<file path="src/rtl/gpio_pkg.sv">
// Shared register map, register enumeration and byte-lane helper for the GPIO interrupt block.
package gpio_pkg;

  localparam logic [2:0] GPIO_REG_IN    = 3'd0;
  localparam logic [2:0] GPIO_REG_OUT   = 3'd1;
  localparam logic [2:0] GPIO_REG_OE    = 3'd2;
  localparam logic [2:0] GPIO_REG_IOSEL = 3'd3;
  localparam logic [2:0] GPIO_REG_INTE  = 3'd4;
  localparam logic [2:0] GPIO_REG_PTRIG = 3'd5;
  localparam logic [2:0] GPIO_REG_INTS  = 3'd6;
  localparam logic [2:0] GPIO_REG_CTRL  = 3'd7;

  localparam int CTRL_GIE_BIT = 0;

  typedef enum logic [2:0] {
    REG_IN    = GPIO_REG_IN,
    REG_OUT   = GPIO_REG_OUT,
    REG_OE    = GPIO_REG_OE,
    REG_IOSEL = GPIO_REG_IOSEL,
    REG_INTE  = GPIO_REG_INTE,
    REG_PTRIG = GPIO_REG_PTRIG,
    REG_INTS  = GPIO_REG_INTS,
    REG_CTRL  = GPIO_REG_CTRL
  } gpio_reg_e;

  // Expands the four byte enables into a 32-bit bit mask; callers slice it to their width.
  function automatic logic [31:0] lane_mask(input logic [3:0] sel);
    logic [31:0] m;
    m = 32'h0000_0000;
    for (int k = 0; k < 4; k++) begin
      m[8*k +: 8] = {8{sel[k]}};
    end
    return m;
  endfunction

endpackage

</file>
<file path="src/rtl/gpio_sync_edge.sv">
// Pad input synchroniser with a one-cycle history flop and per-pin rising/falling edge select.
module gpio_sync_edge
#(
  parameter int W           = 24,
  parameter int SYNC_STAGES = 2
)
(
  input  logic         clk,
  input  logic         rst_n,
  input  logic [W-1:0] din,
  input  logic [W-1:0] ptrig,
  output logic [W-1:0] sync,
  output logic [W-1:0] ev
);

  logic [SYNC_STAGES-1:0][W-1:0] chain_r;
  logic [W-1:0]                  prev_r;

  // Metastability chain; the last stage is the usable synchronised value.
  always_ff @(posedge clk) begin
    if (!rst_n) begin
      chain_r <= '0;
      prev_r  <= '0;
    end else begin
      chain_r <= {chain_r[SYNC_STAGES-2:0], din};
      prev_r  <= chain_r[SYNC_STAGES-1];
    end
  end

  assign sync = chain_r[SYNC_STAGES-1];
  assign ev   = (ptrig & sync & ~prev_r) | (~ptrig & ~sync & prev_r);

endmodule

</file>
<file path="src/rtl/gpio_irq_top.sv">
// Wishbone GPIO peripheral: pad output/enable, shared-pin select, edge interrupts with W1C status.
module gpio_irq_top
  import gpio_pkg::*;
#(
  parameter int NO_OF_GPIO_PINS   = 24,
  parameter int NO_OF_SHARED_PINS = 13,
  parameter int SYNC_STAGES       = 2,
  parameter int aw                = 5
)
(
  input  logic                         wb_clk_i,
  input  logic                         wb_rst_ni,
  input  logic                         wb_cyc_i,
  input  logic                         wb_stb_i,
  input  logic                         wb_we_i,
  input  logic [aw-1:0]                wb_adr_i,
  input  logic [31:0]                  wb_dat_i,
  input  logic [3:0]                   wb_sel_i,
  output logic [31:0]                  wb_dat_o,
  output logic                         wb_ack_o,
  output logic                         wb_err_o,
  output logic                         wb_inta_o,
  input  logic [NO_OF_GPIO_PINS-1:0]   i_gpio,
  output logic [NO_OF_GPIO_PINS-1:0]   o_gpio,
  output logic [NO_OF_GPIO_PINS-1:0]   en_gpio,
  output logic [NO_OF_SHARED_PINS-1:0] io_sel
);

  localparam int NG = NO_OF_GPIO_PINS;
  localparam int NS = NO_OF_SHARED_PINS;

  logic [NG-1:0] out_r, oe_r, inte_r, ptrig_r, ints_r;
  logic [NS-1:0] iosel_r;
  logic          gie_r, ack_r, inta_r;
  logic [31:0]   dat_r;

  logic [NG-1:0] sync_s, ev_s, w1c_s, gm_s;
  logic [NS-1:0] sm_s;
  logic [31:0]   wmask_s, rdata_s;
  logic          acc_s, wr_s, unused_s;
  gpio_reg_e     reg_s;

  assign reg_s   = gpio_reg_e'(wb_adr_i[4:2]);
  assign acc_s   = wb_cyc_i & wb_stb_i & ~ack_r;
  assign wr_s    = acc_s & wb_we_i;
  assign wmask_s = lane_mask(wb_sel_i);
  assign gm_s    = wmask_s[NG-1:0];
  assign sm_s    = wmask_s[NS-1:0];

  gpio_sync_edge #(.W(NG), .SYNC_STAGES(SYNC_STAGES)) u_sync_edge (
    .clk   (wb_clk_i),
    .rst_n (wb_rst_ni),
    .din   (i_gpio),
    .ptrig (ptrig_r),
    .sync  (sync_s),
    .ev    (ev_s)
  );

  // W1C bits honour the byte lanes like any other write.
  always_comb begin
    w1c_s = '0;
    if (wr_s && (reg_s == REG_INTS)) begin
      w1c_s = wb_dat_i[NG-1:0] & gm_s;
    end else begin
      w1c_s = '0;
    end
  end

  always_comb begin
    rdata_s = 32'h0000_0000;
    case (reg_s)
      REG_IN:    rdata_s[NG-1:0]       = sync_s;
      REG_OUT:   rdata_s[NG-1:0]       = out_r;
      REG_OE:    rdata_s[NG-1:0]       = oe_r;
      REG_IOSEL: rdata_s[NS-1:0]       = iosel_r;
      REG_INTE:  rdata_s[NG-1:0]       = inte_r;
      REG_PTRIG: rdata_s[NG-1:0]       = ptrig_r;
      REG_INTS:  rdata_s[NG-1:0]       = ints_r;
      REG_CTRL:  rdata_s[CTRL_GIE_BIT] = gie_r;
      default:   rdata_s               = 32'h0000_0000;
    endcase
  end

  // Register file; a same-cycle event beats a W1C because the set term is ORed in last.
  always_ff @(posedge wb_clk_i) begin
    if (!wb_rst_ni) begin
      out_r   <= '0;
      oe_r    <= '0;
      iosel_r <= '0;
      inte_r  <= '0;
      ptrig_r <= '0;
      ints_r  <= '0;
      gie_r   <= 1'b0;
    end else begin
      ints_r <= (ints_r & ~w1c_s) | (ev_s & inte_r);
      if (wr_s) begin
        case (reg_s)
          REG_OUT:   out_r   <= (out_r   & ~gm_s) | (wb_dat_i[NG-1:0] & gm_s);
          REG_OE:    oe_r    <= (oe_r    & ~gm_s) | (wb_dat_i[NG-1:0] & gm_s);
          REG_IOSEL: iosel_r <= (iosel_r & ~sm_s) | (wb_dat_i[NS-1:0] & sm_s);
          REG_INTE:  inte_r  <= (inte_r  & ~gm_s) | (wb_dat_i[NG-1:0] & gm_s);
          REG_PTRIG: ptrig_r <= (ptrig_r & ~gm_s) | (wb_dat_i[NG-1:0] & gm_s);
          REG_CTRL: begin
            if (wb_sel_i[0]) begin
              gie_r <= wb_dat_i[CTRL_GIE_BIT];
            end else begin
              gie_r <= gie_r;
            end
          end
          default: begin
            out_r <= out_r;
          end
        endcase
      end
    end
  end

  always_ff @(posedge wb_clk_i) begin
    if (!wb_rst_ni) begin
      ack_r  <= 1'b0;
      dat_r  <= 32'h0000_0000;
      inta_r <= 1'b0;
    end else begin
      ack_r  <= acc_s;
      inta_r <= gie_r & (|(ints_r & inte_r));
      if (acc_s) begin
        dat_r <= rdata_s;
      end else begin
        dat_r <= dat_r;
      end
    end
  end

  assign wb_dat_o  = dat_r;
  assign wb_ack_o  = ack_r;
  assign wb_err_o  = 1'b0;
  assign wb_inta_o = inta_r;
  assign o_gpio    = out_r;
  assign en_gpio   = oe_r;
  assign io_sel    = iosel_r;

  assign unused_s = ^{wb_adr_i, wb_dat_i, wmask_s};

endmodule

</file>
<file path="config.mk">
export PLATFORM = sky130hd
export DESIGN_NAME = gpio_irq_top
export DESIGN_NICKNAME = d
export VERILOG_FILES = /design/src/rtl/gpio_pkg.sv /design/src/rtl/gpio_sync_edge.sv /design/src/rtl/gpio_irq_top.sv
export SDC_FILE = /design/constraint.sdc
export NUM_CORES = 1
export LEC_CHECK = 0
export CAP_MARGIN = 40
export CORE_MARGIN = 4
export CORE_UTILIZATION = 30
export CTS_CLUSTER_SIZE = 12
export DETAILED_ROUTE_END_ITERATION = 8
export HOLD_SLACK_MARGIN = 0.06
export SLEW_MARGIN = 20
export SYNTH_ARGS = -nofsm -noshare
export SYNTH_HDL_FRONTEND = slang
export SYNTH_SLANG_ARGS = --single-unit
</file>
<file path="constraint.sdc">
create_clock -name wb_clk_i -period 2.7 [get_ports wb_clk_i]
set_clock_uncertainty 0.15 [all_clocks]
set_input_delay 0.81 -clock wb_clk_i [delete_from_list [all_inputs] [get_ports wb_clk_i]]
set_output_delay 0.81 -clock wb_clk_i [all_outputs]
set_load 0.005 [all_outputs]
</file>
==> metrics, run 1 <==
number of max-cap violations 0; Post-Syn Instances 1030; part of the total power dissipated in sequential elements 46.7%; number of enable flip-flop cells after synthesis 0; total number of nets in the final design 1263; post-synthesis register bit count 232; class of the tightest hold or removal check reg2reg; switch share 22.4%; power share of the clock group 46.6%; pin count of the biggest net entering global routing 87; area leader, netlist dfxtp_1; Setup Slack @ Placement -0.174 ns; leading cell type in the layout, fill and taps excluded dfxtp_1; CP Data Required Time 1.74 ns; residual DRC count 0; number of buffers added for setup after CTS 0; Final Hold Violating Endpoints 0; iteration-0 DRC count of the detailed router 620; post_cts resized 0; WP buf/inv 1; register area 4640 um2; reg2reg start wb_ack_o; area of all placed cells without fillers 12300 um2; Max Fclk 408 MHz; total number of vias 8038; cells along the critical path clkdlybuf4s50_1; slowest stage delay, CP 0.55 ns; Clock Latency Late Sink 0.52 ns; maximum buffer depth of the clock tree 3; Critical Path Source Type flop; Critical R2R Capture ints_r[18]; share of the yosys chip area belonging to registers 49.9%; wire length per cell 17.6 um; highest-count cells in the layout ignoring fill and taps dfxtp_1, clkdlybuf4s50_1, o21ai_0; count of boundary I/O pins 166; reported leakage power 4.49 nW; area growth from synthesis to layout 32.4%; PortBufs 145; clock edge transition at the registers on the reported setup and hold paths 0.06 ns; cell types with the largest area share after synthesis dfxtp_1, o21ai_0, nand3_1; Post-Synthesis Cell Area 9300 um2; setup-violating endpoint count in the final report 0; Horiz. Die Dim 184 um; Yosys warnings 0; number of antenna violations at the first check in global routing 0; type of the setup path with the least slack reg2out; root buffer cell clkbuf_16; antenna cells 0; mean number of vias per cell 5.01; relative contribution of combinational cells to total power 6.6%; critical-path cell with the highest stage delay clkdlybuf4s50_1; VDD IR-drop max 0.467 mV; Hold-fix buffers, CTS 0; TritonCTS buffer count 26; post-layout min period 2.45 ns; fraction of layout cells with a size suffix above 1 12.1%; CP delay by family, top buffers and inverters; average footprint of a synthesized cell 9.03 um2; first-pass GRT wire length 43.7 mm; HPWL after detailed placement 20.7 mm; unrepaired setup endpoints after global routing no; Critical Path End o_gpio[1]; placeable core region 30600 um2; count of cell instances traversed by the critical path 1; number of different library cells in the post-synthesis netlist 44; count of placed standard cells including taps 1561; Initial Utilization 30.4%; detailed-router iteration count before antenna repair 5; most used flip-flop cell after synthesis dfxtp_1; total area of multi-input combinational cells 4250 um2; Worst Tran Pin Value 0.690 ns; number of max-slew violations in the final report 0; crit-path max FO 3; Detail Route Antenna Nets 0; Worst Reg-to-Reg Cells 6; standard-cell rows 64; clock tree from TritonCTS yes; Synth top area share 49.9%; die footprint 33900 um2; FFs w/ async S/R, synth 0%; number of standard cells in the final layout excluding fillers 1605; overflow left after global routing 0; internal power of the cells 0.00585 W; wirelength, routed 28.3 mm; number of fill cells in the layout 3070; CTS HTree Levels 1; final setup slack of the worst path 0.247 ns; result of the run finished, final reports clean; Num Clock Sinks 232; aggregate negative setup slack 0 ns; die span in y 184 um; relative slew slack 53.8%; placer's final routability congestion estimate 0.817; net load switching power 0.00168 W; DP Area 11500 um2; kind of end point of the critical path primary output; global-route usage over all layers 16.2%; pwr dens 611 nW/um2; share of the clock period used by the worst path 90.9%; slack of the worst reg-to-reg path 0.95 ns; data arrival time at the worst-slack endpoint 1.49 ns; via count of the first global-routing pass 7630; final hold slack 0.277 ns
-- area by class of cell --
| type | instances | area share [%] |
|---|---|---|
| Multi-Input combinational cell | 720 | 34.5 |
| Clock inverter | 9 | 0.792 |
| Inverter | 5 | 0.152 |
| Sequential cell | 232 | 37.7 |
| Clock buffer | 35 | 6.13 |
| Tap cell | 396 | 4.02 |
| Timing Repair Buffer | 208 | 16.7 |
-- cell usage after synthesis (2+ instances only) --
master	n
a21oi_1	35
and2_1	73
nand3_1	119
mux2i_1	24
a311oi_1	5
and4_1	3
buf_4	18
clkbuf_1	28
nand3_2	6
mux4_2	7
nand2_1	117
nor2b_1	6
o21ai_1	23
o22ai_1	5
mux2_2	19
a22oi_1	17
nand4_1	8
a31oi_1	2
nor3_1	7
and2b_1	2
a31o_1	24
inv_1	3
o21ai_0	136
inv_2	2
a32o_1	5
a211o_1	6
buf_1	11
buf_6	3
nand2b_1	2
nand4_2	3
dfxtp_1	232
a221oi_1	14
nor2_1	33
buf_2	21
o32ai_1	2
-- routing by layer --
| metal | GRT usage [%] | wire length (um) | share of wire (%) | vias to the layer above |
|---|---|---|---|---|
| li1 | - | - | - | 3989 |
| met1 | 22.0 | 12500 | 44 | 3773 |
| met2 | 26.6 | 13200 | 47 | 243 |
| met3 | 3.43 | 2140 | 7.6 | 33 |
| met4 | 3.52 | 450 | 1.6 | 0 |
| met5 | 0 | 0 | 0 | - |
-- through the flow --
| step | total power (W) | utilization, % |
|---|---|---|
| after global routing | 0.00783 | 40.3 |
| after global placement | 0.00409 | 37.5 |
| final | 0.00753 | 40.3 |
| after floorplan | 0.00384 | - |
| after detailed placement | 0.00409 | 37.5 |
| after CTS | 0.00763 | 40.3 |
-- how the worst min path moves through the flow --
stage                            start              endpoint  slack (ns)  depth (start not counted)
6_report       u_sync_edge.chain_r[18]  u_sync_edge.sync[18]        0.28                          1
4_1_cts         u_sync_edge.chain_r[3]   u_sync_edge.sync[3]        0.28                          1
3_3_place_gp    u_sync_edge.chain_r[9]   u_sync_edge.sync[9]        0.27                          1
3_5_place_dp    u_sync_edge.chain_r[3]   u_sync_edge.sync[3]        0.27                          1
5_1_grt         u_sync_edge.chain_r[3]   u_sync_edge.sync[3]        0.29                          1
2_1_floorplan   u_sync_edge.chain_r[0]   u_sync_edge.sync[0]        0.26                          1
-- power by group through the flow --
| stage | Clock, W | Combinational [W] | Sequential [W] |
|---|---|---|---|
| 4_1_cts | 0.00361 | 0.000501 | 0.00352 |
| 2_1_floorplan | 0 | 0.000253 | 0.00358 |
| 3_5_place_dp | 0 | 0.000498 | 0.00360 |
| 5_1_grt | 0.00376 | 0.000541 | 0.00353 |
| 3_3_place_gp | 0 | 0.000495 | 0.00359 |
| 6_report | 0.00351 | 0.000500 | 0.00352 |
-- kinds of logic (layout without fill, tap and decap cells) --
family	after synthesis	in the layout	share of synthesized area, %
AO/OA/AOI/OAI	277	277	18.0
buffers and inverters	86	257	4.72
other	1	9	0.0403
flip-flops	232	232	49.9
AND/OR/NAND/NOR	384	384	20.7
multiplexers	50	50	6.58
Note: power is estimated with default switching activity, not from simulation.
==> inputs of run 2 (changes only) <==
Settings changed: CELL_PAD_IN_SITES_DETAIL_PLACEMENT from default to 2, CELL_PAD_IN_SITES_GLOBAL_PLACEMENT from default to 2, HOLD_SLACK_MARGIN 0.06 to 0.1, PLACE_DENSITY_LB_ADDON from default to 0.1.
==> metrics, run 2 (synthesis results as in run 1) <==
iteration-0 DRC count of the detailed router 382; setup-violating endpoint count in the final report 0; type of the setup path with the least slack reg2out; final setup slack of the worst path 0.252 ns; highest-count cells in the layout ignoring fill and taps dfxtp_1, clkdlybuf4s50_1, o21ai_0; relative slew slack 61.8%; TritonCTS buffer count 27; maximum buffer depth of the clock tree 3; post-layout min period 2.45 ns; Final Util 41.1%; HPWL after detailed placement 25.1 mm; antenna cells 0; number of antenna violations at the first check in global routing 1; Num Clock Sinks 232; number of buffers added for setup after CTS 0; clock edge transition at the registers on the reported setup and hold paths 0.06 ns; class of the tightest hold or removal check reg2reg; Detail Route Antenna Nets 0; CTS HTree Levels 1; VDD IR-drop max 0.418 mV; standard-cell rows 64; Total Power 0.00785 W; data arrival time at the worst-slack endpoint 1.49 ns; share of the clock period used by the worst path 90.7%; area growth from synthesis to layout 35.2%; number of max-cap violations 0; mean number of vias per cell 5.24; CP delay by family, top buffers and inverters; unrepaired setup endpoints after global routing no; net load switching power 0.00179 W; kind of end point of the critical path primary output; reported leakage power 4.64 nW; number of standard cells in the final layout excluding fillers 1625; fraction of layout cells with a size suffix above 1 13.4%; post_cts resized 0; clock tree from TritonCTS yes; die footprint 33900 um2; root buffer cell clkbuf_16; count of placed standard cells including taps 1576; Setup Slack @ Placement -0.159 ns; Critical Path End io_sel[11]; switch share 22.8%; leading cell type in the layout, fill and taps excluded dfxtp_1; Final Hold Violating Endpoints 0; CP Data Required Time 1.74 ns; crit-path max FO 3; cells along the critical path clkdlybuf4s50_1; power share of the clock group 48.2%; detailed-router iteration count before antenna repair 4; result of the run finished, final reports clean; Max Fclk 408 MHz; part of the total power dissipated in sequential elements 44.8%; pwr dens 625 nW/um2; placeable core region 30600 um2; Worst Tran Pin Value 0.572 ns; WP buf/inv 1; via count of the first global-routing pass 9227; relative contribution of combinational cells to total power 6.9%; slowest stage delay, CP 0.54 ns; global-route usage over all layers 20.2%; critical-path cell with the highest stage delay clkdlybuf4s50_1; Worst Reg-to-Reg Cells 7; Horiz. Die Dim 184 um; total number of vias 8511; internal power of the cells 0.00606 W; placer's final routability congestion estimate 0.758; PortBufs 145; residual DRC count 0; pin count of the biggest net entering global routing 70; Hold-fix buffers, CTS 0; number of max-slew violations in the final report 0; number of fill cells in the layout 3316; count of boundary I/O pins 166; reg2reg start wb_ack_o; wirelength, routed 34.4 mm; first-pass GRT wire length 54.1 mm; wire length per cell 21.2 um; Critical Path Source Type flop; slack of the worst reg-to-reg path 0.93 ns; count of cell instances traversed by the critical path 1; Initial Utilization 30.4%; total number of nets in the final design 1279; Clock Latency Late Sink 0.53 ns; overflow left after global routing 0; die span in y 184 um
[run 2: changes by cell type in the layout (fill, tap and decap cells not counted)]
| cell | delta |
|---|---|
| bufinv_16 | +1 |
| clkinvlp_4 | -1 |
| buf_12 | +5 |
| clkbuf_8 | +3 |
| buf_2 | -1 |
| buf_4 | +11 |
| clkbuf_1 | +1 |
| clkinv_4 | +1 |
[run 2: final cells by class]
| cell class | instances | area [um2] | share of cell area, % |
|---|---|---|---|
| sequential | 232 | 4640 | 36.9 |
| multi-input combinational | 720 | 4250 | 33.8 |
| timing repair buffer | 223 | 2240 | 17.8 |
| clock buffer | 39 | 801 | 6.37 |
| tap | 396 | 495 | 3.94 |
| clock inverter | 10 | 129 | 1.02 |
| inverter | 5 | 18.8 | 0.149 |
[run 2: through the flow]
step	hold WS [ns]	instance area (um2)	setup TNS [ns]
2_1_floorplan	0.262	9330	0
3_3_place_gp	0.263	11600	-0.849
3_5_place_dp	0.272	11600	-2.49
4_1_cts	0.284	12600	0
5_1_grt	0.301	12600	0
6_report	0.281	12600	0
[run 2: layer usage]
layer / share of wire (%) / wire length (um) / vias to the layer above / track usage, %
li1: - / - / 4043 / -
met1: 45 / 15600 / 4278 / 26.8
met2: 49 / 16800 / 141 / 35.5
met3: 3.9 / 1350 / 47 / 2.86
met4: 1.9 / 668 / 2 / 3.82
met5: 0.038 / 13 / - / 0
[run 2: worst min path at each step]
stage | startpoint | endpoint | slack (ns) | cells past startpoint
4_1_cts | u_sync_edge.chain_r[19] | u_sync_edge.sync[19] | 0.28 | 1
5_1_grt | u_sync_edge.chain_r[2] | u_sync_edge.sync[2] | 0.30 | 1
2_1_floorplan | u_sync_edge.chain_r[0] | u_sync_edge.sync[0] | 0.26 | 1
3_5_place_dp | u_sync_edge.chain_r[13] | u_sync_edge.sync[13] | 0.27 | 1
3_3_place_gp | u_sync_edge.chain_r[15] | u_sync_edge.sync[15] | 0.26 | 1
6_report | u_sync_edge.chain_r[19] | u_sync_edge.sync[19] | 0.28 | 1
[run 2: power groups by stage]
stage / Sequential [W] / Clock (W) / Combinational [W]
floorplan: 0.00358 / 0 / 0.000253
global placement: 0.00359 / 0 / 0.000538
detailed placement: 0.00360 / 0 / 0.000549
CTS: 0.00352 / 0.00389 / 0.000552
global route: 0.00353 / 0.00405 / 0.000592
finish: 0.00352 / 0.00379 / 0.000543
